$ cat src/rtl/binary_query_driver.sv
// Transmit-side sequencer for the binarized attention value stage.
// Streams T upstream steps into the binary query block, then collects
// the T sign results it returns, tagging each with its step index.
module binary_query_driver #(
  parameter int T        = 30,
  parameter int VW       = 30,
  parameter int NV       = 16,
  parameter int NS       = 4,
  parameter int DRAIN_TO = 8,
  parameter int CW       = $clog2(T+1)
) (
  input  logic             clk,
  input  logic             rst_n,
  input  logic             start,
  input  logic             abort,
  input  logic             step_valid,
  output logic             step_ready,
  input  logic [NV*VW-1:0] step_value,
  input  logic [NS*VW-1:0] step_score,
  output logic [NV*VW-1:0] value_out,
  output logic [NS*VW-1:0] score_out,
  output logic             q_valid,
  input  logic [NV-1:0]    q_data,
  input  logic             q_data_valid,
  output logic [NV-1:0]    res_data,
  output logic [CW-1:0]    res_idx,
  output logic             res_valid,
  output logic             busy,
  output logic             done,
  output logic             err
);

  // state   | meaning
  // S_IDLE  | waiting for start; any result arriving here is an error
  // S_STREAM| accepting up to T steps, results counted as they return
  // S_DRAIN | all steps sent, waiting for remaining results or timeout
  // S_DONE  | one cycle before the done pulse, then back to idle
  typedef enum logic [1:0] {S_IDLE, S_STREAM, S_DRAIN, S_DONE} state_t;

  localparam int            IW   = $clog2(DRAIN_TO+1);
  localparam logic [CW-1:0] T_C  = CW'(T);
  localparam logic [IW-1:0] TO_C = IW'(DRAIN_TO);

  state_t             r_state;
  logic [CW-1:0]      r_sent_cnt;
  logic [CW-1:0]      r_rcv_cnt;
  logic [IW-1:0]      r_idle_cnt;
  logic [NV*VW-1:0]   r_value_out;
  logic [NS*VW-1:0]   r_score_out;
  logic               r_q_valid;
  logic [NV-1:0]      r_res_data;
  logic [CW-1:0]      r_res_idx;
  logic               r_res_valid;
  logic               r_done;
  logic               r_err;

  logic w_active;
  logic w_hs;
  logic w_res_ok;

  // Results are only accepted while a run is active and not already full.
  assign w_active   = (r_state == S_STREAM) || (r_state == S_DRAIN);
  assign step_ready = (r_state == S_STREAM) && (r_sent_cnt < T_C);
  assign w_hs       = step_valid && step_ready;
  assign w_res_ok   = q_data_valid && w_active && (r_rcv_cnt != T_C);

  assign value_out = r_value_out;
  assign score_out = r_score_out;
  assign q_valid   = r_q_valid;
  assign res_data  = r_res_data;
  assign res_idx   = r_res_idx;
  assign res_valid = r_res_valid;
  assign busy      = w_active;
  assign done      = r_done;
  assign err       = r_err;

  // Sequencer: step streaming, result collection, drain timeout, abort.
  always_ff @(posedge clk or negedge rst_n) begin
    if (!rst_n) begin
      r_state     <= S_IDLE;
      r_sent_cnt  <= '0;
      r_rcv_cnt   <= '0;
      r_idle_cnt  <= '0;
      r_value_out <= '0;
      r_score_out <= '0;
      r_q_valid   <= 1'b0;
      r_res_data  <= '0;
      r_res_idx   <= '0;
      r_res_valid <= 1'b0;
      r_done      <= 1'b0;
      r_err       <= 1'b0;
    end else begin
      r_q_valid   <= 1'b0;
      r_res_valid <= 1'b0;
      r_done      <= 1'b0;
      if (abort) begin
        r_state    <= S_IDLE;
        r_sent_cnt <= '0;
        r_rcv_cnt  <= '0;
        r_idle_cnt <= '0;
      end else begin
        if (w_hs) begin
          r_value_out <= step_value;
          r_score_out <= step_score;
          r_q_valid   <= 1'b1;
          r_sent_cnt  <= r_sent_cnt + CW'(1);
        end
        if (w_res_ok) begin
          r_res_data  <= q_data;
          r_res_idx   <= r_rcv_cnt;
          r_res_valid <= 1'b1;
          r_rcv_cnt   <= r_rcv_cnt + CW'(1);
          r_idle_cnt  <= '0;
        end else if (q_data_valid) begin
          r_err <= 1'b1;
        end
        case (r_state)
          S_IDLE: begin
            // A start clears err even if a stray result lands in the same cycle.
            if (start) begin
              r_state    <= S_STREAM;
              r_sent_cnt <= '0;
              r_rcv_cnt  <= '0;
              r_idle_cnt <= '0;
              r_err      <= 1'b0;
            end
          end
          S_STREAM: begin
            if (r_sent_cnt == T_C) r_state <= S_DRAIN;
          end
          S_DRAIN: begin
            if (r_rcv_cnt == T_C) begin
              r_state <= S_DONE;
            end else if (r_idle_cnt == TO_C) begin
              r_err   <= 1'b1;
              r_state <= S_DONE;
            end else if (!q_data_valid) begin
              r_idle_cnt <= r_idle_cnt + IW'(1);
            end
          end
          S_DONE: begin
            r_done  <= 1'b1;
            r_state <= S_IDLE;
          end
          default: r_state <= S_IDLE;
        endcase
      end
    end
  end

endmodule
$ cat config.mk
export PLATFORM = sky130hd
export DESIGN_NAME = binary_query_driver
export DESIGN_NICKNAME = d
export VERILOG_FILES = /design/src/rtl/binary_query_driver.sv
export SDC_FILE = /design/constraint.sdc
export NUM_CORES = 1
export LEC_CHECK = 0
export CAP_MARGIN = 20
export CORE_AREA = 4 4 490 492
export DETAILED_ROUTE_END_ITERATION = 10
export DIE_AREA = 0 0 494 496
export PLACE_DENSITY = 0.37
export SKIP_LAST_GASP = 1
export SLEW_MARGIN = 5
export SYNTH_ARGS = -nofsm -noshare
export SYNTH_HDL_FRONTEND = slang
export SYNTH_SLANG_ARGS = --single-unit
$ cat constraint.sdc
create_clock -name clk -period 2.92 [get_ports clk]
set_clock_uncertainty 0.2 [all_clocks]
set_input_delay 0.584 -clock clk [delete_from_list [all_inputs] [get_ports clk]]
set_output_delay 0.584 -clock clk [all_outputs]
set_load 0.01 [all_outputs]
==> results.md, run 1 <==
* Fin crit period at about 2800 ps
* Ports at approximately 1200
* Antenna violations before repair at 76
* Total Nets Final at approximately 3400
* Die Footprint at approximately 250000 um^2
* Worst Hold Class: primary input to async pin
* FF+latch count, synth at between 600 and 700
* Main combinational cell family by area after synthesis: multiplexers
* Reg2Reg Setup Slack at about 550 ps
* Sequential share of the synthesized area at roughly 59%
* CP Class: flop to output port
* Area of the multi-input gates at around 9900 um^2
* Unrepaired setup endpoints after global routing: no
* Ys Warns at 0
* IO Port Bufs at between 1000 and 1500
* CP max stage delay at ~880 ps
* Layout cells sized above 1 at a little under a third
* Maximum number of pins on one net before global-route repair at 84
* Per-cell routed wire length at between 20 and 30 um
* Final Core Density at 19.84%
* Hold slack at between 100 and 150 ps
* Crit end category: output port
* H-tree depth at 3
* Complex-gate fraction of the synthesized area at less than 1%
* CP max-delay cell: clkdlybuf4s50_1
* Most frequent standard cell in the layout excluding fill and tap cells: clkdlybuf4s50_1
* Worst-skew pair later-pin latency at just over 700 ps
* Max Fclk at around 0.36 GHz
* Post-Place Cells at between 5000 and 6000
* Worst Path Required at around 2100 ps
* Worst r2r dst: res_idx[1]$_DFFE_PN0P_
* Vias in the first global route at 20050
* Rows at roughly 180
* Post-synth EDFFs at 0
* Simple-Gate Fraction of Synth Area at 1.195%
* Critical Path Start Type: flop
* Routed WL at 157.2 mm
* Core box area at around 240000 um^2
* Synthesized area per cell at about 19 um^2
* Most frequent cells in the layout: clkdlybuf4s50_1, dfrtp_1, mux2_4
* # clock sinks at between 600 and 700
* Final hold violation count at 0
* Starting Density at 11.62%
* Cell variety after synth at 44
* CP arrival at approximately 2000 ps
* Worst slew pin tran at 593.1 ps
* Syn_nets at 2074
* Mapped Area at 27320 um^2
* Post-Synth XOR/XNOR Area at less than 1%
* Vias/cell at approximately 3.0
* Antenna viol nets, final at 0
* Die Width at slightly below 500 um
* Synthesized instance count at 1441
* Worst R2R Path Depth at 7
* CTS Buf Count at 91
* Final Setup Violations at 0
* Crit path buffers/inverters at 1
* Area occupied by registers at around 16000 um^2
* Max-slew violation count at 0
* Power per standard cell area at ~1100 nW/um^2
* Fillers at around 25000
* Detail Placement HPWL at about 130 mm
* FFs w/ async S/R, synth at 100.0%
* CTS root buffer: clkbuf_16
* Adder-Cell Fraction of Synth Area at less than 1%
* TritonCTS clock tree: done
* Area grow syn2layout at 70.76%
* Crit Path Max Fanout at 2
* Overflow left after global routing at 0
* CP Cell Sequence: clkdlybuf4s50_1
* Die Span Y at ~500 um
* Post-CTS setup buffer count at 0
* RePlAce Congestion at just over 0.8
* Max_cap viols at 0
* Initial drt markers at roughly 900
* Slew headroom at approximately three fifths
* Top_reg_cell synth: dfrtp_1
* Non-filler instance count after layout at between 6000 and 7000
* GRT Util Overall at between 10% and 20%
* Clock-pin slew on the worst setup and hold paths at 60 ps
* Reg-to-Reg Start: r_state[0]$_DFFE_PN0P_
* Multiplexer area fraction after synthesis at between 30% and 40%
* CTS max path bufs at 3
* Power Total at roughly 52000 uW
* Final worst path period share at 94.24%
* Vias at ~18000
* Pre-Repair DR Iteration Count at 4
* Status: finished clean
* VDD IR-drop max at approximately 0.00054 V
* Top delay family on crit path: buffers and inverters
* # DRC at 0
* Global-route wire length before repair at roughly 200 mm
* Leak Pwr at ~0.019 uW
## metal layers
metal	vias up	share of wire [%]	GRT usage (%)
li1	7886	-	-
met1	8968	38	13.49
met2	986	44	19.16
met3	226	16	8.911
met4	28	2.0	2.539
met5	-	0.12	0
## state kept, by name (all words and copies together), names as in the netlist
signal / flops
res_data: 16
score_out: 120
q_valid: 1
value_out: 480
r_idle_cnt: 4
res_valid: 1
err: 1
res_idx: 5
r_rcv_cnt: 5
r_state: 2
done: 1
r_sent_cnt: 5
## cells in the mapped netlist, types with 2 or more instances
cell / n / area (um^2)
ha_1: 11 / 137.6
nor2_1: 9 / 33.78
and2_1: 4 / 25.02
nand2b_1: 2 / 12.51
mux2_4: 589 / 8843
o21ai_0: 4 / 20.02
buf_6: 3 / 33.78
nand4_1: 5 / 31.28
a21oi_1: 10 / 50.05
nor2b_1: 4 / 25.02
nand2_1: 7 / 26.28
xnor2_1: 3 / 26.28
o22ai_1: 2 / 12.51
xor2_1: 3 / 26.28
inv_1: 10 / 37.54
nor3_1: 3 / 15.01
mux2_2: 32 / 360.4
clkbuf_1: 2 / 7.510
or3_1: 2 / 12.51
nand3_1: 8 / 40.04
buf_12: 65 / 1301
dfrtp_1: 641 / 16040
## power by group
part,internal (uW),switching [uW]
clock,6670,4680
sequential,13300,3180
combinational,14200,9660
total,34200,17500
## stage by stage
| step | area (um^2) | setup WS, ps | TNS (ps) |
|---|---|---|---|
| after global routing | 46600 | 9.630 | 0 |
| after floorplan | 27320 | 782.4 | 0 |
| final | 46650 | 168.2 | 0 |
| after global placement | 43550 | 58.93 | 0 |
| after detailed placement | 43550 | 29.05 | 0 |
| after CTS | 46590 | -211.5 | -211.5 |
## cells by family after synthesis
family / after synthesis
compound gates: 27
xor+xnor: 6
fa+ha+maj: 11
buf+inv: 81
flops: 641
mux: 621
simple gates: 54
## worst max-delay path by stage
| stage | startpoint | to | slack [ps] | depth (start not counted) |
|---|---|---|---|---|
| finish | value_out[409]$_DFFE_PN0P_ | value_out[409] | 170 | 1 |
| global route | r_state[0]$_DFFE_PN0P_ | busy | 10 | 3 |
| CTS | r_state[1]$_DFFE_PN0P_ | step_ready | -210 | 4 |
| detailed placement | step_valid | value_out[127]$_DFFE_PN0P_ | 30 | 7 |
| global placement | step_valid | value_out[118]$_DFFE_PN0P_ | 60 | 7 |
| floorplan | r_state[0]$_DFFE_PN0P_ | res_data[0]$_DFFE_PN0P_ | 780 | 7 |
## final cells by class
type	instances	area share, %
inverters	10	0.08045
repair buffers	1343	29.27
diodes	23	0.1234
clock inverters	27	0.6758
clock buffers	136	5.782
well taps	3150	8.448
flip-flops and latches	641	34.38
multi-input cells	719	21.24
## repair_timing
item                                    4_1_cts  5_1_grt
resized for setup                             4        4
endpoints found under the setup margin        2        3
hold endpoints to repair                    205        0
hold buffers                                  1        0
Note: power is estimated with default switching activity, not from simulation.
==> run 2, diff against run 1 <==
CORE_AREA = 4 4 480 482   (was 4 4 490 492)
DIE_AREA = 0 0 484 486   (was 0 0 494 496)
HOLD_SLACK_MARGIN = 0.1   (was default)
PLACE_DENSITY = 0.38   (was 0.37)
==> run 2 against run 1 <==
Clock power down 7%. Worst hold slack better by 170 ps. Sequential power about the same. Die area down 4.0%. Wire length down 6.8%. Critical path type unchanged. Largest power group unchanged.
==> results.md, run 2 (synthesis results as in run 1) <==
* Crit Path Max Fanout at 6 (+4)
* Post-Place Cells at 5696 (-2.8%)
* Unrepaired setup endpoints after global routing: no
* Pre-Repair DR Iteration Count at 4 (unchanged)
* Most frequent cells in the layout: clkdlybuf4s50_1, dfrtp_1, mux2_4
* CTS Buf Count at 84 (-7.7%)
* Total Nets Final at 3407 (-0.93%)
* Final setup margin at 150.7 ps (-17.52 ps)
* Max-slew violation count at 0 (unchanged)
* Antenna violations before repair at 108 (+42%)
* Fin crit period at 2769 ps (+17.52 ps)
* Rows at 175 (-1.7%)
* CP Cell Sequence: inv_1 > ha_1 > clkdlybuf4s15_1
* Vias at 17890 (-1.1%)
* CTS root buffer: clkbuf_16
* Hold slack at 300.0 ps (+167.2 ps)
* Most frequent standard cell in the layout excluding fill and tap cells: clkdlybuf4s50_1
* Clock-pin slew on the worst setup and hold paths at 60 ps (about the same)
* Dpl ws at 116.8 ps (+87.78 ps)
* Final Core Density at 20.26% (+0.43 points)
* Leak Pwr at 0.01884 uW (-1.5%)
* Comb power frac at 46.3% (about the same)
* Initial drt markers at 678 (-24%)
* Final Setup Violations at 0 (unchanged)
* Starting Density at 12.07% (+0.45 points)
* VDD IR-drop max at 0.0004580 V (-16%)
* Max_cap viols at 0 (unchanged)
* Seq pwr share at 32.6% (+0.8 points)
* Status: finished clean
* GRT Util Overall at 12.07% (-0.20 points)
* Final hold violation count at 0 (unchanged)
* CP max stage delay at 440 ps (-440 ps)
* CP Class: flop to output port
* Critical Path Start Type: flop
* Max Fclk at 0.3611 GHz (-0.63%)
* Global-route wire length before repair at 193.0 mm (-4.3%)
* NetSw at 16330 uW (-6.8%)
* Die Footprint at 235200 um^2 (-4.0%)
* Sw Share at 32.80% (-1.1 points)
* Non-filler instance count after layout at 5861 (-3.1%)
* Area grow syn2layout at 67.90%
* Power per standard cell area at 1085 nW/um^2 (-2.0%)
* Ports at 1249 (unchanged)
* IO Port Bufs at 1248 (unchanged)
* Pint at 33460 uW (-2.0%)
* Per-cell routed wire length at 25.00 um (-3.8%)
* Worst Hold Class: primary input to flop
* Vias/cell at 3.053 (+2.0%)
* Routed WL at 146.5 mm (-6.8%)
* # DRC at 0 (unchanged)
* Die Width at 484 um (-2.0%)
* Vias in the first global route at 19840 (-1.0%)
* Worst Path Required at 2140 ps (about the same)
* Die Span Y at 486 um (-2.0%)
* Layout cells sized above 1 at 29.22% (-0.93 points)
* CP arrival at 1990 ps (+20 ps)
* Crit path buffers/inverters at 2 (+1)
* # clock sinks at 641 (unchanged)
* Max reg flops at 480 (unchanged)
* CP max-delay cell: ha_1
* Top delay family on crit path: buffers and inverters
* Worst-skew pair later-pin latency at 690 ps (-30 ps)
* Final worst path period share at 94.84% (+0.60 points)
* Antenna viol nets, final at 0 (unchanged)
* Slew headroom at 52.38% (-8.0 points)
* Worst slew pin tran at 714.3 ps (+121.2 ps)
* H-tree depth at 3 (unchanged)
* CTS max path bufs at 3 (unchanged)
* TritonCTS clock tree: done
* Crit end category: output port
* Fillers at 24390 (-3.9%)
* Overflow left after global routing at 0 (unchanged)
* Clock share of power at 21.1% (-0.9 points)
* Detail Placement HPWL at 120.5 mm (-8.3%)
* Maximum number of pins on one net before global-route repair at 103 (+23%)
* RePlAce Congestion at 0.7962 (-2.4%)
* Core box area at 226400 um^2 (-3.7%)
[run 2: cell types whose count changed in the layout (fill, tap and decap cells not counted), sizes merged, moves of 5 or more]
cell      change
buf          -23
clkinv        +7
diode         -5
clkinvlp      -7
clkbuf       -14
[run 2: final cells by class]
class / count / area (um^2) / share of cell area, %
multi-input combinational: 719 / 9897 / 21.57
antenna: 18 / 45.04 / 0.09819
sequential: 641 / 16040 / 34.97
timing repair buffer: 1318 / 13380 / 29.16
inverter: 10 / 37.54 / 0.08182
tap: 3009 / 3765 / 8.207
clock inverter: 25 / 280.3 / 0.6109
clock buffer: 121 / 2432 / 5.302
[run 2: worst reg2reg max path: stages (launching register included)]
cell and delay (ps):
dfrtp_1 400, inv_1 130, ha_2 280, nand3_4 150
nor2_8 150, buf_12 210, buf_12 250, buf_12 240
mux2_4 340
[run 2: metrics by stage]
step	cell area, um^2	setup TNS [ps]	total power (uW)
floorplan	27320	0	25610
global placement	43110	0	40090
detailed placement	43110	0	39930
CTS	45830	-22.28	51170
global route	45850	0	52470
finish	45880	0	49790
[run 2: power by group through the flow]
stage	clock network (uW)	registers (uW)	logic, uW
4_1_cts	11100	16400	23700
5_1_grt	11400	16800	24300
6_report	10500	16200	23000
2_1_floorplan	0	17600	7960
3_5_place_dp	0	16300	23600
3_3_place_gp	0	16400	23600
[run 2: worst paths after layout]
check | startpoint | to | slack, ps | depth (start not counted)
max | r_state[0]$_DFFE_PN0P_ | busy | 150 | 3
min | step_score[7] | score_out[7]$_DFFE_PN0P_ | 300 | 2
max reg2reg | r_state[1]$_DFFE_PN0P_ | value_out[356]$_DFFE_PN0P_ | 460 | 8
min reg2reg | value_out[273]$_DFFE_PN0P_ | value_out[273]$_DFFE_PN0P_ | 300 | 1
max in group asynchronous | rst_n | value_out[362]$_DFFE_PN0P_ | 1330 | 4
min in group asynchronous | rst_n | score_out[9]$_DFFE_PN0P_ | 450 | 3
[run 2: per-layer routing]
layer / vias to the layer above / track usage (%) / wire [um]
met5: - / 0 / 435
met3: 280 / 6.501 / 16850
met1: 8722 / 13.06 / 55170
met2: 1011 / 20.11 / 69750
met4: 72 / 4.033 / 4326
li1: 7806 / - / -
[run 2: repair_timing]
action	CTS	global route
pin swaps	0	0
buffers inserted	0	0
endpoints found under the hold margin	373	0
endpoints found under the setup margin	2	1
gates resized for setup	4	2
hold buffers	1	0
